[src/rtl/normalize_pipe_if.sv]
// Handshake bundle for normalize_pipe: operand channel in, normalised result channel out.
// master = producer/consumer around the block, slave = the normaliser itself.
interface normalize_pipe_if #(
    parameter int WIDTH = 32,
    parameter int TAG_W = 5
);
    localparam int SHW = $clog2(WIDTH);

    logic             in_valid;
    logic             in_ready;
    logic [WIDTH-1:0] in_data;
    logic             in_signed;
    logic [TAG_W-1:0] in_tag;

    logic             out_valid;
    logic             out_ready;
    logic [WIDTH-1:0] out_data;
    logic [SHW-1:0]   out_shift;
    logic             out_zero;
    logic             out_sign;
    logic [TAG_W-1:0] out_tag;

    modport master (
        output in_valid, in_data, in_signed, in_tag, out_ready,
        input  in_ready, out_valid, out_data, out_shift, out_zero, out_sign, out_tag
    );

    modport slave (
        input  in_valid, in_data, in_signed, in_tag, out_ready,
        output in_ready, out_valid, out_data, out_shift, out_zero, out_sign, out_tag
    );
endinterface

[src/rtl/normalize_pipe.sv]
// Pipelined leading-zero normaliser: stage 0 takes the magnitude, stages 1..SHW binary-search the shift.
// Define NORM_SIGNED_EN to honour in_signed (two's-complement negation in stage 0); otherwise unsigned only.
module normalize_pipe #(
    parameter int WIDTH = 32,
    parameter int TAG_W = 5
) (
    input  logic            clk,
    input  logic            rst,
    normalize_pipe_if.slave bus
);
    localparam int SHW = $clog2(WIDTH);

    logic [WIDTH-1:0] mag_q   [SHW+1];
    logic [SHW-1:0]   shift_q [SHW+1];
    logic             zero_q  [SHW+1];
    logic             sign_q  [SHW+1];
    logic [TAG_W-1:0] tag_q   [SHW+1];
    logic             valid_q [SHW+1];

    logic [WIDTH-1:0] mag_d   [SHW+1];
    logic [SHW-1:0]   shift_d [SHW+1];
    logic             zero_d  [SHW+1];
    logic             sign_d  [SHW+1];
    logic [TAG_W-1:0] tag_d   [SHW+1];
    logic             valid_d [SHW+1];

    logic             stall;
    logic             en;
    logic             neg;
    logic [WIDTH-1:0] mag_in;

    assign stall        = valid_q[SHW] & ~bus.out_ready;
    assign en           = ~stall;
    assign bus.in_ready = ~rst & ~stall;

`ifdef NORM_SIGNED_EN
    assign neg    = bus.in_signed & bus.in_data[WIDTH-1];
    // Most-negative input wraps to 2^(WIDTH-1), which is the correct unsigned magnitude.
    assign mag_in = neg ? (~bus.in_data + 1'b1) : bus.in_data;
`else
    logic unused_signed;
    assign unused_signed = bus.in_signed;
    assign neg           = 1'b0;
    assign mag_in        = bus.in_data;
`endif

    always_comb begin
        for (int i = 0; i <= SHW; i++) begin
            mag_d[i]   = '0;
            shift_d[i] = '0;
            zero_d[i]  = 1'b0;
            sign_d[i]  = 1'b0;
            tag_d[i]   = '0;
            valid_d[i] = 1'b0;
        end

        mag_d[0]   = mag_in;
        shift_d[0] = '0;
        zero_d[0]  = (mag_in == '0);
        sign_d[0]  = neg;
        tag_d[0]   = bus.in_tag;
        valid_d[0] = bus.in_valid;

        // Stage i tests the top 2^(SHW-i) bits; a zero field means shift by that amount.
        for (int i = 1; i <= SHW; i++) begin
            if ((mag_q[i-1] >> (WIDTH - (1 << (SHW - i)))) == '0) begin
                mag_d[i]   = mag_q[i-1] << (1 << (SHW - i));
                shift_d[i] = shift_q[i-1] | (SHW'(1) << (SHW - i));
            end else begin
                mag_d[i]   = mag_q[i-1];
                shift_d[i] = shift_q[i-1];
            end
            zero_d[i]  = zero_q[i-1];
            sign_d[i]  = sign_q[i-1];
            tag_d[i]   = tag_q[i-1];
            valid_d[i] = valid_q[i-1];
        end
    end

    always_ff @(posedge clk) begin
        if (rst) begin
            for (int i = 0; i <= SHW; i++) begin
                mag_q[i]   <= '0;
                shift_q[i] <= '0;
                zero_q[i]  <= 1'b0;
                sign_q[i]  <= 1'b0;
                tag_q[i]   <= '0;
                valid_q[i] <= 1'b0;
            end
        end else if (en) begin
            for (int i = 0; i <= SHW; i++) begin
                mag_q[i]   <= mag_d[i];
                shift_q[i] <= shift_d[i];
                zero_q[i]  <= zero_d[i];
                sign_q[i]  <= sign_d[i];
                tag_q[i]   <= tag_d[i];
                valid_q[i] <= valid_d[i];
            end
        end
    end

    assign bus.out_valid = valid_q[SHW];
    assign bus.out_data  = mag_q[SHW];
    assign bus.out_shift = shift_q[SHW];
    assign bus.out_zero  = zero_q[SHW];
    assign bus.out_sign  = sign_q[SHW];
    assign bus.out_tag   = tag_q[SHW];
endmodule

[src/flat_wrapper.sv]
// flat-port wrapper written by rule: the top's interface ports become plain ports
module normalize_pipe_flat 
#(
    parameter int WIDTH = 32,
    parameter int TAG_W = 5
)
  (clk, rst, bus_in_valid, bus_in_data, bus_in_signed, bus_in_tag, bus_out_ready, bus_in_ready, bus_out_valid, bus_out_data, bus_out_shift, bus_out_zero, bus_out_sign, bus_out_tag);
  normalize_pipe_if #(.WIDTH(WIDTH), .TAG_W(TAG_W)) bus_i ();
  input  logic clk;
  input  logic rst;
  input wire logic [$bits(bus_i.in_valid)-1:0] bus_in_valid;
  input wire logic [$bits(bus_i.in_data)-1:0] bus_in_data;
  input wire logic [$bits(bus_i.in_signed)-1:0] bus_in_signed;
  input wire logic [$bits(bus_i.in_tag)-1:0] bus_in_tag;
  input wire logic [$bits(bus_i.out_ready)-1:0] bus_out_ready;
  output wire logic [$bits(bus_i.in_ready)-1:0] bus_in_ready;
  output wire logic [$bits(bus_i.out_valid)-1:0] bus_out_valid;
  output wire logic [$bits(bus_i.out_data)-1:0] bus_out_data;
  output wire logic [$bits(bus_i.out_shift)-1:0] bus_out_shift;
  output wire logic [$bits(bus_i.out_zero)-1:0] bus_out_zero;
  output wire logic [$bits(bus_i.out_sign)-1:0] bus_out_sign;
  output wire logic [$bits(bus_i.out_tag)-1:0] bus_out_tag;
  assign bus_i.in_valid = bus_in_valid;
  assign bus_i.in_data = bus_in_data;
  assign bus_i.in_signed = bus_in_signed;
  assign bus_i.in_tag = bus_in_tag;
  assign bus_i.out_ready = bus_out_ready;
  assign bus_in_ready = bus_i.in_ready;
  assign bus_out_valid = bus_i.out_valid;
  assign bus_out_data = bus_i.out_data;
  assign bus_out_shift = bus_i.out_shift;
  assign bus_out_zero = bus_i.out_zero;
  assign bus_out_sign = bus_i.out_sign;
  assign bus_out_tag = bus_i.out_tag;
  normalize_pipe #(.WIDTH(WIDTH), .TAG_W(TAG_W)) u_core (.clk(clk), .rst(rst), .bus(bus_i));
endmodule
[config.mk]
export PLATFORM = sky130hd
export DESIGN_NAME = normalize_pipe_flat
export DESIGN_NICKNAME = d
export VERILOG_FILES = /design/src/rtl/normalize_pipe_if.sv /design/src/rtl/normalize_pipe.sv /design/src/flat_wrapper.sv
export SDC_FILE = /design/constraint.sdc
export NUM_CORES = 1
export LEC_CHECK = 0
export BUFFER_PORTS_ARGS = -buffer_cell sky130_fd_sc_hd__buf_4
export CORE_MARGIN = 4
export CORE_UTILIZATION = 43
export DETAILED_ROUTE_END_ITERATION = 10
export GPL_TIMING_DRIVEN = 0
export SYNTH_ARGS = -nofsm -noshare
export SYNTH_HDL_FRONTEND = slang
export SYNTH_SLANG_ARGS = --single-unit
export TNS_END_PERCENT = 20
[constraint.sdc]
create_clock -name clk -period 11.5 [get_ports clk]
set_clock_uncertainty 0.15 [all_clocks]
set_input_delay 0.575 -clock clk [delete_from_list [all_inputs] [get_ports clk]]
set_output_delay 0.575 -clock clk [all_outputs]
set_load 0.02 [all_outputs]
After elaboration in Yosys (flattened, before gate mapping). Memories as Yosys holds them, arrays and structs flattened. Index checks and enable logic that the tools add are counted.

Bits in registers: 0. RAM bits: 270. Bits of input ports: 42. Word-level logic and storage cells: 104. Memories kept: 6.

Memories: u_core.mag_q (depth 6, width 32, rd ports 6, clocked after Yosys merged registers in 0, wr ports 6, line normalize_pipe.sv:13) `logic [WIDTH-1:0] mag_q [SHW+1];`; u_core.shift_q (depth 6, width 5, rd ports 6, clocked after Yosys merged registers in 0, wr ports 6, line normalize_pipe.sv:14) `logic [SHW-1:0] shift_q [SHW+1];`; u_core.tag_q (depth 6, width 5, rd ports 6, clocked after Yosys merged registers in 0, wr ports 6, line normalize_pipe.sv:17) `logic [TAG_W-1:0] tag_q [SHW+1];`; u_core.sign_q (depth 6, width 1, rd ports 6, clocked after Yosys merged registers in 0, wr ports 6, line normalize_pipe.sv:16) `logic sign_q [SHW+1];`; u_core.valid_q (depth 6, width 1, rd ports 6, clocked after Yosys merged registers in 0, wr ports 6, line normalize_pipe.sv:18) `logic valid_q [SHW+1];`; u_core.zero_q (depth 6, width 1, rd ports 6, clocked after Yosys merged registers in 0, wr ports 6, line normalize_pipe.sv:15) `logic zero_q [SHW+1];`.

Mux-type cells: 51. Bitwise logic cells: 41. Reductions and logical operators: 6.

Operators by type and width (count): two-way mux 32 bit (11); logical NOT 32 bit (6); two-way mux 5 bit (13); OR 1 bit (36); two-way mux 1 bit (24); two-way mux 4 bit (1); two-way mux 3 bit (1); NOT 1 bit (3); AND 1 bit (2); two-way mux 2 bit (1).

Depth between registers and ports, before layout. Gate-level depths: netlist (run 1).

Depth in word-level cells: 6. Gate-level depth with buffers: 6. Mapped depth without buffers: 4.

Worst setup path before layout (run 1). Ideal clock, no wire load.

Path kind: input-to-reg. Start: in rst. End: mem u_core.mag_q[0][0], enable pin. Arrival time: 5.173 ns. Path slack: 4.244 ns. Cell stages on the path: 4. Path buffers: 2. Cell sequence: inv_1 -> clkbuf_1 -> clkbuf_1 -> nand2_1.

RTL lines: start: declaration (line flat_wrapper.sv:10) `input logic rst;`; end: declaration (line normalize_pipe.sv:13).

==> results.txt, run 1 <==
- The via count of the first global-routing pass came to 6,167.
- Counting the fill cells in the layout gives 1,985.
- # placed instances: 1,142
- From synthesis to final layout, the design area changed by 18.0%.
* Final wirelength: 18.9 mm
- Entering global routing, the biggest net connects 69 pins.
- Result of the run: completed
- STA classifies the critical path startpoint as a primary input.
* First-pass iteration count of the detailed router: 5
- FF-to-FF setup slack: 9030 ps
- Final hold viol count: 0
* Number of design-rule violations left by the first detailed-router iteration: 377
* Initial standard-cell utilization of the core: 43.8%
- Final Wtd Congestion: 0.893
- Once the clock tree was built, the resizer swapped 0 gates to a different size.
* Switching Fraction: 20.6%
- 0 antenna diodes ended up in the layout.
- Hold bufs inserted after CTS: 0
- The routed design could run at a clock period as short as 2900 ps.
* Transition time of the tightest slew-check pin: 881 ps
* Buffers from clock root to sink, at most: 3
- The slowest stage of the critical path is the sky130_fd_sc_hd__nand2_4 cell.
- Leakage power: 5.07 nW
- Setup repair after global routing left no endpoint under its margin.
- Detailed placement finished with a half-perimeter wire length of 14.1 mm.
- Measured along the x axis, the die boundary spans 163 um.
- CTS clk-pin slew, worst paths: 60 ps
- Combinational group share of total power: 5.9%
- Post-detailed-route wirelength per cell: 16.0 um
* Gr usage total: 14.3%
- Pin placement for this block handled 88 I/O pins.
* Number of routed nets with antenna violations: 0
- The core region is 0.0235 sq mm.
* Synthesized netlist net count: 777
* Max IR drop VDD: 0.0770 mV
- Hold Path Class: in2reg
* Worst Path Buf+Inv: 6
- Crit-path cells: buf_4 -> inv_1 -> clkbuf_1 -> clkbuf_1 -> nand2_4 -> buf_16 -> buf_16
- The number of pins exceeding their max-slew limit in the final report was 0.
* H-tree Lvls: 1
* CTS tree: built
* Clock latency reported for the late side of the worst-skew pair: 500 ps
- Clk pwr share: 38.5%
- Fmax: 345 MHz
* Share of synthesized area occupied by flip-flops and latches: 72.7%
- After clock tree synthesis, the setup repair step added 0 buffers.
* Wire length of the first global-routing pass: 30.6 mm
* Clock root cell: sky130_fd_sc_hd__clkbuf_16
- The routed layout has 6,130 vias.
- Fin cells: 1,185
- Clock sink total: 249
- Syn Inst Count: 735
- Post-synthesis average cell area: 14.0 sq um
* Critical path's largest stage delay: 570 ps
- Post-synthesis instance area: 0.0103 sq mm
- Critical Setup Path Class: in2reg
- Via/cell ratio: 5.17
- Warnings, synthesis: 0
* Worst slew margin relative to its limit: 41.2%
* Accumulated negative setup slack: 0 ps
* Die extent in y: 163 um
- Portion of the clock cycle consumed by the worst path in the final layout: 25.2%
- After synthesis, the netlist uses 31 different library cells.
- PD cells: 155 mW/mm^2
* Top Family by Delay on Critical Path: buffers and inverters
* Full die area: 0.0265 sq mm
- Per report_power, the sequential group accounts for 55.6% of the total.
- Internal power comes to 1.49 mW.
- Number of design rule violations left after detail routing: 0
* Synth Register Bits: 249
- Buffers placed on the I/O ports in this run total 85.
* Antenna violations before repair: 0
- In the final layout, the share of cells above drive strength 1 is 16.7%.
* MaxCap Viol Count: 0
* Number of nets in the final layout: 892
- Summed over all nets, the switching power comes to 0.387 mW.
* CP max FO: 68
- Setup violations remaining at the end of the flow were counted as 0.
- TritonCTS buffer count: 25
* Kind of end point of the critical path: flop
* Worst Path Arrival: 2970 ps
- Row cnt: 56
- After global routing the overflow that remains totals 0.
- Data required, critical path: 11,570 ps
area by class of cell:
type,instances,area (sq um),area share (%)
sequential,249,7480,61.6
tap,319,399,3.29
inverter,3,11.3,0.0928
clock buffer,32,652,5.37
buffer,62,277,2.28
clock inverter,11,75.1,0.618
multi-input combinational,421,2530,20.8
timing repair buffer,88,721,5.94
cell usage after synthesis (all sizes together):
library cell	number	area share [%]
a21oi	47	2.3
nand2	53	2.0
inv	3	0.11
o21ai	16	0.78
nand2b	2	0.12
edfxtp	249	73
or4	3	0.22
a22o	28	2.4
a31oi	7	0.43
nor4	16	1.3
nor2b	1	0.061
nand3	32	1.6
nand4	2	0.12
and2	2	0.12
nor3	1	0.049
nor4b	1	0.085
clkbuf	39	1.4
buf	23	1.3
nor2	50	1.8
mux2i	30	2.9
conb	1	0.036
and3	113	6.9
o2bb2ai	16	1.4
cells in the final DEF, fill, tap and decap left out, drive strengths merged, types with 28 or more instances in the layout:
master	instances
a21oi	47
a22o	28
and3	113
buf	111
clkbuf	71
edfxtp	249
mux2i	30
nand2	53
nand3	32
nor2	50
flip-flops by register name, summed over array words and instances, names as in the netlist:
name and cells:
u_core.valid_q 6, u_core.mag_q 192, u_core.zero_q 6, u_core.shift_q 15
u_core.tag_q 30
worst paths after layout:
path | to | cells after the start | start
setup / recovery | u_core.mag_q[0][5]$_SDFFCE_PN0P_ | 7 | rst
setup reg to reg | u_core.mag_q[0][5]$_SDFFCE_PN0P_ | 4 | u_core.valid_q[0][5]$_DFFE_PP_
hold reg to reg | u_core.valid_q[0][1]$_SDFFCE_PN0P_ | 1 | u_core.valid_q[0][0]$_SDFFCE_PN0P_
hold / removal | u_core.valid_q[0][0]$_SDFFCE_PN0P_ | 2 | bus_in_valid
power by group through the flow:
stage | clock (mW) | combinational (mW) | sequential [mW]
after floorplan | 0 | 0.0681 | 1.06
after global placement | 0 | 0.107 | 1.06
after detailed placement | 0 | 0.111 | 1.06
after CTS | 0.740 | 0.111 | 1.04
after global routing | 0.779 | 0.122 | 1.05
final | 0.722 | 0.110 | 1.04
per-layer routing:
| metal | global-route usage [%] | part of all wire (%) |
|---|---|---|
| met5 | 0 | 0 |
| met3 | 2.20 | 5.3 |
| met1 | 17.6 | 42 |
| met2 | 25.5 | 49 |
| met4 | 5.26 | 3.6 |
cell families after synthesis:
family | after synthesis | synth area share, %
AO/OA/AOI/OAI | 114 | 7.24
buffers and inverters | 65 | 2.80
flip-flops | 249 | 72.7
multiplexers | 30 | 2.92
other | 1 | 0.0365
AND/OR/NAND/NOR | 276 | 14.3
worst reg2reg max path: cells and delay by family (launching register included):
kind	cells	cell delay, ps
buf+inv	2	650
flops	1	420
simple gates	2	880
metrics by stage:
stage / util, % / setup slack (ps) / instance area, sq um / power (mW) / hold slack (ps)
4_1_cts: 51.7 / 8530 / 12100 / 1.89 / 211
5_1_grt: 51.7 / 8350 / 12100 / 1.95 / 220
2_1_floorplan: - / 4240 / 10300 / 1.13 / 376
3_5_place_dp: 48.6 / 8000 / 11400 / 1.17 / 387
3_3_place_gp: 48.2 / 2030 / 11300 / 1.17 / 382
6_report: 51.7 / 8600 / 12100 / 1.88 / 235
Power figures use the tool's default switching activity.
==> inputs of run 2 (changes only) <==
- clock period: 11.5 -> 2.66 ns (I/O delays scaled with it)
==> results.txt, run 2 (same netlist as run 1, synthesis figures left out) <==
- Data required, critical path: 2380 ps
- PD cells: 661 mW/mm^2
- Setup repair after global routing left no endpoint under its margin.
- Fraction of final layout cells with drive strength greater than 1: 17.1%
* MaxCap Viol Count: 0
- The run finished with clean final reports.
- The worst register-to-register path ends at u_core.mag_q[3][13]$_SDFFCE_PN0P_.
- Critical Setup Path Class: reg2out
- Of all nets on the critical path, the largest fanout is 10.
* Top-Level Pins: 88
- The initial antenna violation count came to 0.
- Hold Path Class: in2reg
- Max IR drop VDD: 0.384 mV
* Via/cell ratio: 5.16
- The initial utilization of the core area, before any placement, comes to 43.8%.
- For the worst-skew pair, the clock arrives at the later sink with an insertion delay of 520 ps.
- The floorplan step defined a die boundary enclosing 0.0265 sq mm.
- In the final timing run, aggregate negative setup slack is 0 ps.
- TritonCTS built the clock tree.
- Portion of the clock cycle consumed by the worst path in the final layout: 93.0%
- Worst setup path start: u_core.valid_q[0][5]$_DFFE_PP_
- Depth of the worst hold-timing path: 4
- Global route overflow: 0
- After detailed placement, the total cell area comes to 0.0114 sq mm.
* First-pass iteration count of the detailed router: 5
* Final number of max-transition violations: 0
- The count of final hold-check violations came to 0.
* FF-to-FF setup slack: 480 ps
- Derived from the worst setup path, the maximum achievable clock frequency is 404 MHz.
- Counting along the longest clock path gives a buffer depth of 3.
- Most frequent cells in the layout: sky130_fd_sc_hd__edfxtp_1, sky130_fd_sc_hd__and3_1, sky130_fd_sc_hd__buf_4
- Leakage power: 5.24 nW
- Setup crit end: bus_in_ready
- u_core.mag_q holds more flip-flops than any other register.
* Number of nets in the final layout: 930
- Layout area overhead: 22.0%
- Flip-flop count of the largest register after layout: 192
- In the final layout, the registers with the most flip-flops are u_core.mag_q x192, u_core.tag_q x30, u_core.shift_q x15.
- The first global-routing pass estimated 31.0 mm of wire.
* Via total after detailed routing: 6,330
- The number of cells on the worst reg-to-reg path is 3.
- # setup viols final: 0
- For the finished layout, the period the worst path requires is 2470 ps.
- Leaving out fill and tap cells, the most frequent cell in the layout is sky130_fd_sc_hd__edfxtp_1.
- After routing the design area is 0.0125 sq mm.
- In this run the critical register-to-register path is launched from u_core.valid_q[0][5]$_DFFE_PP_.
- Number of design-rule violations left by the first detailed-router iteration: 365
- Row cnt: 56
* Post-detailed-route wirelength per cell: 15.8 um
* CTS clk-pin slew, worst paths: 60 ps
* Via count of the first global-routing pass: 6,203
* Placed wire-length estimate after detailed placement: 13.6 mm
- Number of design rule violations left after detail routing: 0
- Number of routed nets with antenna violations: 0
* Die extent in y: 163 um
* ANT cells: 0
- The clock net in this run drives a total of 249 sinks.
- Largest net degree at the start of global routing: 137
- Final Wtd Congestion: 0.909
- At the worst endpoint, the arrival time is 2190 ps.
- CTS built an H-tree with a depth of 1.
- Clock root cell: sky130_fd_sc_hd__clkbuf_16
- In this run, CTS created clock tree buffers numbering 26.
- Std-Cell Core Area: 0.0235 sq mm
- For the pin with the worst max-slew slack, the measured transition is 716 ps.
- Gr usage total: 14.5%
* Worst slew margin relative to its limit: 52.3%
* Kind of start point of the critical path: flop
- Buffers placed on the I/O ports in this run total 85.
- Final wirelength: 19.4 mm
* Die Span X: 163 um
* Kind of end point of the critical path: primary output
-- run 2: changes by cell type in the layout (fill, tap and decap cells not counted), sizes merged --
cell	change
buf	-2
bufinv	-1
clkbuf	-1
clkinv	+6
clkinvlp	+1
dlygate4sd3	+38
nand2	+1
-- run 2: worst min-delay path by stage --
| stage | start | endpoint | slack (ps) |
|---|---|---|---|
| final | rst | u_core.mag_q[4][1]$_SDFFCE_PP0P_ | 210 |
| after global routing | rst | u_core.shift_q[0][21]$_SDFFCE_PN0P_ | 260 |
| after CTS | rst | u_core.shift_q[0][21]$_SDFFCE_PN0P_ | 200 |
| after detailed placement | bus_in_tag[0] | u_core.tag_q[0][0]$_SDFFCE_PN0P_ | 300 |
| after global placement | bus_in_tag[1] | u_core.tag_q[0][1]$_SDFFCE_PN0P_ | 300 |
| after floorplan | bus_in_data[0] | u_core.mag_q[0][0]$_SDFFCE_PN0P_ | 210 |
-- run 2: final cells by class --
cell class	instances	area (sq um)
fillers	1959	10900
repair buffers	124	1050
flip-flops and latches	249	7480
clock buffers	31	691
multi-input cells	422	2550
well taps	319	399
clock inverters	17	92.6
inverters	3	11.3
plain buffers	62	277
-- run 2: layer usage --
layer / global-route usage (%) / vias up / share of wire, %
li1: - / 3123 / -
met1: 17.6 / 2965 / 41
met2: 25.7 / 192 / 49
met3: 3.14 / 50 / 6.2
met4: 5.34 / 0 / 3.4
met5: 0 / - / 0
-- run 2: critical path, cell delays in order (launching register included) --
cell                       delay [ps]
sky130_fd_sc_hd__edfxtp_1         420
sky130_fd_sc_hd__nand2b_1         120
sky130_fd_sc_hd__buf_2            270
sky130_fd_sc_hd__nand2_2          200
sky130_fd_sc_hd__inv_2            220
sky130_fd_sc_hd__buf_2            250
sky130_fd_sc_hd__buf_4            180
-- run 2: stage by stage --
stage	worst slack, ps	utilization (%)	std cells	power, mW	hold WS [ps]
after floorplan	287	-	735	4.88	212
after global placement	-599	48.3	1139	5.05	296
after detailed placement	-407	48.4	1140	5.07	302
after CTS	126	53.4	1226	8.37	196
after global routing	36.1	53.4	1227	8.61	261
final	187	53.4	1227	8.29	213
-- run 2: repair_timing --
item | 4_1_cts | 5_1_grt
gates resized for setup | 0 | 1
hold endpoints to repair | 39 | 0
setup endpoints to repair | 0 | 104
hold buffers | 38 | 0
buffers inserted | 0 | 0
-- run 2: report_power, final --
part           total (mW)  internal (mW)  switching (mW)
registers            4.51           4.44          0.0760
logic               0.523          0.228           0.296
clock network        3.26           1.85            1.40
